--- src/rtl/add_round_key_pkg.sv ---
// Shared AES-128 definitions: widths, round count, byte order and key addition.
package add_round_key_pkg;

  localparam int DATA_W     = 128;
  localparam int NR         = 10;
  localparam int NK_ENTRIES = NR + 1;
  localparam int NBYTES     = DATA_W / 8;

  // Round index 0..NR; also used as the key store address.
  typedef logic [3:0] rnd_t;

  localparam rnd_t LAST_RND = rnd_t'(NR);

  // Byte i of a state lives at bits [DATA_W-1-8i -: 8]; key addition is a
  // carry-free XOR of corresponding bytes.
  function automatic logic [DATA_W-1:0] add_key(input logic [DATA_W-1:0] state,
                                                input logic [DATA_W-1:0] key);
    logic [DATA_W-1:0] res;
    res = '0;
    for (int i = 0; i < NBYTES; i++) begin
      res[DATA_W-1-8*i -: 8] = state[DATA_W-1-8*i -: 8] ^ key[DATA_W-1-8*i -: 8];
    end
    return res;
  endfunction

endpackage

--- src/rtl/add_round_key_round_key_store.sv ---
// Round key register file: NR+1 entries, write-tracking mask and keys_ready.
module add_round_key_round_key_store
  import add_round_key_pkg::*;
(
  input  logic              clk,
  input  logic              reset,
  input  logic              wr_en,
  input  logic [3:0]        wr_addr,
  input  logic [DATA_W-1:0] wr_data,
  input  logic [3:0]        rd_idx,
  output logic [DATA_W-1:0] rd_data,
  output logic              keys_ready
);

  logic [DATA_W-1:0]     keys_q [NK_ENTRIES];
  logic [NK_ENTRIES-1:0] mask_d, mask_q;
  logic                  ready_d, ready_q;
  logic                  wr_hit;

  // Accept writes only to valid indices; readiness looks at the updated mask
  // so keys_ready rises the cycle right after the last missing write.
  always_comb begin
    wr_hit = wr_en && (wr_addr <= LAST_RND);
    mask_d = mask_q;
    if (wr_hit) begin
      mask_d[wr_addr] = 1'b1;
    end
    ready_d = &mask_d;
  end

  // Key contents are deliberately not reset; only the mask tracks validity.
  always_ff @(posedge clk) begin
    if (wr_hit) begin
      keys_q[wr_addr] <= wr_data;
    end
  end

  // Write mask and ready flag.
  always_ff @(posedge clk) begin
    if (!reset) begin
      mask_q  <= '0;
      ready_q <= 1'b0;
    end else begin
      mask_q  <= mask_d;
      ready_q <= ready_d;
    end
  end

  // Combinational read returns pre-write contents on a same-cycle write.
  always_comb begin
    rd_data = '0;
    if (rd_idx <= LAST_RND) begin
      rd_data = keys_q[rd_idx];
    end
  end

  assign keys_ready = ready_q;

endmodule

--- src/rtl/add_round_key.sv ---
// AddRoundKey stage with internal key store, round sequencing and error flag.
module add_round_key
  import add_round_key_pkg::*;
(
  input  logic              clk,
  input  logic              reset,
  input  logic              key_wr_en,
  input  logic [3:0]        key_wr_addr,
  input  logic [DATA_W-1:0] key_wr_data,
  input  logic              valid_in,
  input  logic              block_start,
  input  logic [DATA_W-1:0] data_in,
  output logic              valid_out,
  output logic [DATA_W-1:0] data_out,
  output logic [3:0]        round_out,
  output logic              last_out,
  output logic              keys_ready,
  output logic              seq_err
);

  rnd_t              rnd_d, rnd_q;
  rnd_t              round_d, round_q;
  rnd_t              key_idx;
  logic              valid_d, valid_q;
  logic              last_d, last_q;
  logic              err_d, err_q;
  logic [DATA_W-1:0] data_d, data_q;
  logic [DATA_W-1:0] key_rd;

  add_round_key_round_key_store u_store (
    .clk        (clk),
    .reset      (reset),
    .wr_en      (key_wr_en),
    .wr_addr    (key_wr_addr),
    .wr_data    (key_wr_data),
    .rd_idx     (key_idx),
    .rd_data    (key_rd),
    .keys_ready (keys_ready)
  );

  // Key index: round 0 for a block start or an out-of-sequence beat, else rnd.
  always_comb begin
    key_idx = '0;
    if (valid_in && !block_start) begin
      key_idx = rnd_q;
    end
  end

  // Round sequencing, protocol checking and output capture.
  always_comb begin
    rnd_d   = rnd_q;
    round_d = round_q;
    valid_d = 1'b0;
    last_d  = last_q;
    err_d   = err_q;
    data_d  = data_q;
    if (valid_in) begin
      valid_d = 1'b1;
      last_d  = 1'b0;
      data_d  = add_key(data_in, key_rd);
      if (block_start) begin
        round_d = '0;
        rnd_d   = rnd_t'(1);
        if (rnd_q != '0) begin
          err_d = 1'b1;
        end
      end else if (rnd_q != '0) begin
        round_d = rnd_q;
        if (rnd_q == LAST_RND) begin
          last_d = 1'b1;
          rnd_d  = '0;
        end else begin
          rnd_d = rnd_q + rnd_t'(1);
        end
      end else begin
        round_d = '0;
        err_d   = 1'b1;
      end
      if (!keys_ready) begin
        err_d = 1'b1;
      end
    end
  end

  // State and output registers.
  always_ff @(posedge clk) begin
    if (!reset) begin
      rnd_q   <= '0;
      round_q <= '0;
      valid_q <= 1'b0;
      last_q  <= 1'b0;
      err_q   <= 1'b0;
      data_q  <= '0;
    end else begin
      rnd_q   <= rnd_d;
      round_q <= round_d;
      valid_q <= valid_d;
      last_q  <= last_d;
      err_q   <= err_d;
      data_q  <= data_d;
    end
  end

  assign valid_out = valid_q;
  assign data_out  = data_q;
  assign round_out = round_q;
  assign last_out  = last_q;
  assign seq_err   = err_q;

endmodule

--- config.mk ---
export PLATFORM = sky130hd
export DESIGN_NAME = add_round_key
export DESIGN_NICKNAME = d
export VERILOG_FILES = /design/src/rtl/add_round_key_pkg.sv /design/src/rtl/add_round_key_round_key_store.sv /design/src/rtl/add_round_key.sv
export SDC_FILE = /design/constraint.sdc
export NUM_CORES = 2
export LEC_CHECK = 0
export ABC_CLOCK_PERIOD_IN_PS = 21200
export CELL_PAD_IN_SITES_DETAIL_PLACEMENT = 0
export CELL_PAD_IN_SITES_GLOBAL_PLACEMENT = 2
export CORE_UTILIZATION = 40
export DETAILED_ROUTE_END_ITERATION = 10
export DONT_BUFFER_PORTS = 1
export PLACE_DENSITY_LB_ADDON = 0.05
export SLEW_MARGIN = 10
export SYNTH_ARGS = -nofsm -noshare
export SYNTH_HDL_FRONTEND = slang
export SYNTH_SLANG_ARGS = --single-unit
export TNS_END_PERCENT = 5
--- constraint.sdc ---
create_clock -name clk -period 21.2 [get_ports clk]
set_clock_uncertainty 0.05 [all_clocks]
set_input_delay 1.06 -clock clk [delete_from_list [all_inputs] [get_ports clk]]
set_output_delay 1.06 -clock clk [all_outputs]
set_load 0.02 [all_outputs]
Word level (Yosys, flattened, before mapping) --
Memories as Yosys holds them, arrays and structs flattened. Cells that the tools add are included.
Operators by class: add/sub/neg operators 1, shift-type cells 0, bitwise gates (word level) 17, multiplexer cells 20, div/mod/pow operators 0, magnitude comparators 4, $mul 0, reduce and logical (&&, ||, !) cells 9, equality and inequality tests 3
Operators with widths (number):
- 2-to-1 mux 128 bit | 1
- bitwise XOR 8 bit | 16
- 2-to-1 mux 4 bit | 6
- 2-to-1 mux 1 bit | 11
- 2-to-1 mux 11 bit | 1
- bitwise OR 11 bit | 1
- AND reduction 11 bit | 1
- less-or-equal comparator 4 bit, second input constant | 2
- inequality test 3 bit, second input constant | 2
- less-than comparator 4 x 5 -> 1 bit, second input constant | 1
- adder 4 x 1 -> 4 bit, second input constant | 1
- demux 1 bit (select 4 bit) | 1
- == test 4 bit, second input constant | 1
- >= comparator 4 x 1 -> 1 bit, second input constant | 1
- nonzero test 4 bit | 1
- logical AND 1 bit | 3
- AND reduction 3 bit | 1
- AND reduction 2 bit | 1
- nonzero test 2 bit | 1
- logical NOT 1 bit | 1
Word-level totals: output and inout port bits 136, register bits after elaboration 151, RAM bits 1408, latch bits 0, memories kept 1, ROM bits 0
Memory list:
- u_store.keys_q | words 11, bits a word 128, read ports 1, clocked after Yosys merged registers in 0, write ports 1, line add_round_key_round_key_store.sv:15 | logic [DATA_W-1:0] keys_q [NK_ENTRIES];

Depth between registers and ports, before layout --
depth in word-level cells 7, mapped depth 10, depth with buffers taken out 7

By module --
From an unflattened synthesis, not the netlist that was laid out.
Second synthesis, totals: cells, all modules 3450, area total of the unflattened synthesis 61453.9 µm²
Modules (own cells, without submodules):
- add_round_key_round_key_store | area each 55223.0 µm², seq. area each 42520.8 µm², times used 1, cells each 2832
- add_round_key | area each 6231.0 µm², seq. area each 2782.7 µm², times used 1, cells each 618

Worst setup path before layout --
No wires, ideal clock.
path type input -> register, start point in key_wr_addr[1], end point mem u_store.keys_q[0][0], enable pin, arrival 10414 ps, slack 9960 ps, stages 3, buffers on the path 1, path through clkbuf_1 -> or3b_2 -> nor3_1
Between the ends: cells in the longest elaborated chain, start to end 4
Ends and longest elaborated chain:
- from (decl) | line add_round_key.sv:8 | input logic [3:0] key_wr_addr,
- less-or-equal comparator 4 bit | line add_round_key_round_key_store.sv:23 | wr_hit = wr_en && (wr_addr <= LAST_RND);
- logical AND 1 bit | line add_round_key_round_key_store.sv:23
- 2-to-1 mux 1 bit | line add_round_key_round_key_store.sv:33 | if (wr_hit) begin
- 2-to-1 mux 1 bit (implied by the code) | line add_round_key_round_key_store.sv:34 | keys_q[wr_addr] <= wr_data;
- to (decl) | line add_round_key_round_key_store.sv:15
Parallel ways exist; a longest one is shown, timed or not.

Final worst setup path --
start point reg rnd_q[2], end point reg data_q[56] (netlist: data_out[56])
Between the ends: cells in the longest elaborated chain, start to end 4, elaborated cells on any way between the ends 5, classes of those cells 1 x order compare; 2 x mux; 1 x bitwise; 1 x memory
Ends and longest elaborated chain:
- from (decl) | line add_round_key.sv:21 | rnd_t rnd_d, rnd_q;
- from (signal assigned) | line add_round_key.sv:95 | rnd_q <= rnd_d;
- 2-to-1 mux 4 bit * | line add_round_key.sv:44 | if (valid_in && !block_start) begin
- memory (11 x 128 bit) or less-or-equal comparator 4 bit (tied branches)
- 2-to-1 mux 128 bit * | line add_round_key_round_key_store.sv:52 | if (rd_idx <= LAST_RND) begin
- bitwise XOR 8 bit * | line add_round_key_pkg.sv:21 | res[DATA_W-1-8*i -: 8] = state[DATA_W-1-8*i -: 8] ^ key[DATA_W-1-8*i -: 8];
- to (signal assigned) | line add_round_key.sv:100 | data_q <= data_d;
- to (decl) | line add_round_key.sv:27 | logic [DATA_W-1:0] data_d, data_q;
Mark *: on every way between the ends. The rest lies on a longest branch, timed or not. A chain may end at the register's enable or synchronous reset.

==> flow_summary.yaml <==
hold_path:
  holdPathStages: 0
  worst_hold_path_type: "input pin to flop"
  whs_endpoint: "u_store.keys_q[8][43]$_DFFE_PP_"
  hold_path.startpoint: "key_wr_data[43]"
global_routing:
  grt_usage: 0.232
  use_met3: 0.0572
  grt_max_degree: 151
  antenna_found_initial: 8
  grt_pass1_vias: 39400
  grt_pass1_wl_um: 286000
  grt_use_met2: 0.390
  grt_overflow: 0
  met1_usage: 0.303
  grt-busiest-layer: "met2"
logic_synthesis:
  netlist_area_um2: 66900
  synth_top_area_cell: "edfxtp_1"
  synth_commonest_cells: "edfxtp_1, mux2i_1, nand2_1"
  synth_fp_nets: 4854
  yosysUniqueCellTypes: 55
  synthAdderAreaFrac: 0.000561
  synth_edf_count: 1408
  synth.area.top_cells: "edfxtp_1, mux2i_1, dfxtp_1, nand2_1, a211oi_1"
  synth_top_area_frac: 0.632
  synthMuxAreaShare: 0.0957
  yosysMostFrequentCell: "edfxtp_1"
  synth_seq_cells: 1559
  synth_compound_area_frac: 0.115
  yosysSeqAreaShare: 0.677
  syn_inst: 4586
  synth_xor_area_frac: 0.000393
  synthSimpleGateAreaFrac: 0.0840
  syn_avg_cell_area_um2: 14.6
  synth-main-ff-cell: "edfxtp_1"
  synthArstFlopShare: 0
  synth_top_family_by_area: "compound AO/OA/AOI/OAI gates"
  synth_warnings: 0
clock_tree:
  cts_root_buffer: "clkbuf_16"
  numClockSinks: 1559
  clk_latency_ns: 0.78
  clk_pin_slew_ns: 0.06
  cts_inserted_buffers: 173
  cts_tree: "built"
  post_cts_buffers: 0
  clk_path_buf_depth: 3
  cts_resized: 0
  cts_max_level: 4
  ctsHoldBuffers: 0
critical_path:
  worst_path_max_delay_cell: "dfxtp_4"
  reg2regPathDepth: 7
  crit_path_start_kind: "flop"
  reg2reg_from: "rnd_q[2]$_SDFFE_PN0P_"
  rr_endpoint: "data_out[56]$_SDFFE_PN0P_"
  rrSetupSlack_ns: 16.64
  cp-end-kind: "flop"
  cpPeakStageDelay_ns: 0.92
  crit_path_cell_trace: "and3b_4 -> buf_4 -> buf_4 -> o221a_2 -> a32oi_1 -> mux2i_1 -> o31a_1"
  cp_common_cell: "buf_4"
  required_ns: 21.82
  cp_data_arrival_time_ns: 5.18
  path_max_fanout: 57
  critical_path_class: "flop to flop"
sta:
  tns_ns: 0
  slew_violations: 0
  hold_viol: 0
  post-route-period-util: 0.215
  slew-limit-headroom: 0.163
  tightest_slew_ns: 1.26
  period_needed_ns: 4.56
  rsz0062_at_grt: "no"
  setup_viol: 0
  fmax_ghz: 0.219
floorplanning:
  die_y_um: 411
  core_um2: 166000
  start_util: 0.404
  rows: 149
  io_pins: 401
  dieWidth_um: 411
  die_area_um2: 169000
pwr:
  pwr-share-seq: 0.521
  p_clk_frac: 0.433
  powerDensity_nw_per_um2: 90.1
  p_leak_nw: 24.3
  combPwrFrac: 0.047
  swShare: 0.221
  ir_worst_vdd_uv: 82.3
  power.switching_mw: 1.48
  power.internal_mw: 5.20
route:
  drtIter0Drc: 2548
  first_pass_iters: 5
  antenna_left: 0
  avgRoutedWirePerCell_um: 29.3
  vias: 39200
  drc: 0
  finalWirelength_um: 199000
  via_per_inst: 5.75
cells_and_area:
  num-nets-final: 4739
  area_delta_synth_final_pct: 10.7
  drive_gt1_frac: 0.109
  utilization: 0.448
placement:
  place_congestion: 0.713
  io_buffers: 0
  place_hpwl_um: 102000
flow_run:
  cap_violations: 0
run_status:
  status: "finished clean"
power groups by stage:
stage | clock (mW) | combinational [mW] | sequential, mW
3_3_place_gp | 0 | 0.317 | 3.54
4_1_cts | 2.96 | 0.317 | 3.48
5_1_grt | 3.07 | 0.336 | 3.48
2_1_floorplan | 0 | 0.242 | 3.53
6_report | 2.89 | 0.312 | 3.48
3_5_place_dp | 0 | 0.317 | 3.54
state kept, by name (all words and copies together) (netlist names):
register and count:
data_out 128, last_out 1, rnd_q 4, round_out 4
seq_err 1, u_store.keys_q 1408, u_store.keys_ready 1, u_store.mask_q 11
valid_out 1
critical path: cells and delay by family (launching register included):
| kind | cells | cell delay, ns |
|---|---|---|
| buf+inv | 2 | 1.69 |
| flops | 1 | 0.92 |
| compound gates | 3 | 0.81 |
| simple gates | 1 | 0.64 |
| mux | 1 | 0.20 |
layout make-up:
type / instances / area, um2
Inverter: 7 / 36.3
Fill cell: 14700 / 91500
Clock buffer: 228 / 4660
Timing Repair Buffer: 72 / 628
Clock inverter: 89 / 751
Multi-Input combinational cell: 2658 / 20000
Tap cell: 2189 / 2740
Antenna cell: 2 / 5.00
Sequential cell: 1559 / 45300
cells by family (layout without fill, tap and decap cells):
group / after synthesis / in the layout
flops: 1559 / 1559
simple gates: 1082 / 1082
compound gates: 930 / 930
mux: 640 / 640
buf+inv: 369 / 396
fa+ha+maj: 3 / 3
xor+xnor: 3 / 3
other cells: 0 / 2
placed cells by master (no fill, tap or decap), types with 4 or more instances in the layout:
cell type   count
edfxtp_1     1408
nor2_4          8
nor2_1          7
clkinv_1       31
nor3b_1       127
nor2b_1       134
nand2b_1      132
bufinv_16       9
a32oi_1       129
clkbuf_8        8
buf_4          65
a21boi_0        4
clkinvlp_4      4
a21o_1        127
o221a_1        20
clkbuf_16     175
or3_1         127
o221a_2       107
buf_12          7
dfxtp_1       148
o31a_1        127
a211oi_2       56
inv_1           5
o21ai_0       132
clkbuf_1       45
nor3_2          4
nand3_1         4
clkinv_2       33
mux2i_1       638
inv_6           5
clkinv_8        4
o21a_1         13
nand2_1       516
a211oi_1      198
how the worst max path moves through the flow:
stage	from	to	depth (start not counted)
after global placement	block_start	data_out[56]$_SDFFE_PN0P_	7
after detailed placement	block_start	data_out[56]$_SDFFE_PN0P_	7
after CTS	rnd_q[2]$_SDFFE_PN0P_	data_out[56]$_SDFFE_PN0P_	7
after floorplan	key_wr_addr[1]	u_store.keys_q[0][0]$_DFFE_PP_	3
final	rnd_q[2]$_SDFFE_PN0P_	data_out[56]$_SDFFE_PN0P_	7
after global routing	rnd_q[2]$_SDFFE_PN0P_	data_out[56]$_SDFFE_PN0P_	7
stage by stage:
step	area, um2	total power, mW	hold slack (ns)	worst slack (ns)	cells
2_1_floorplan	66900	3.78	0.382	9.96	4586
3_3_place_gp	68700	3.86	0.396	16.59	6485
3_5_place_dp	68700	3.86	0.401	16.55	6485
4_1_cts	74100	6.76	0.255	16.62	6802
5_1_grt	74100	6.89	0.266	16.53	6802
6_report	74100	6.68	0.316	16.64	6804
routing by layer:
| layer | up-vias | routed length (um) |
|---|---|---|
| met2 | 925 | 96500 |
| met4 | 2 | 3560 |
| met3 | 215 | 12900 |
| met5 | - | 13 |
| met1 | 20400 | 86100 |
| li1 | 17600 | - |
Note: power is estimated with default switching activity, not from simulation.
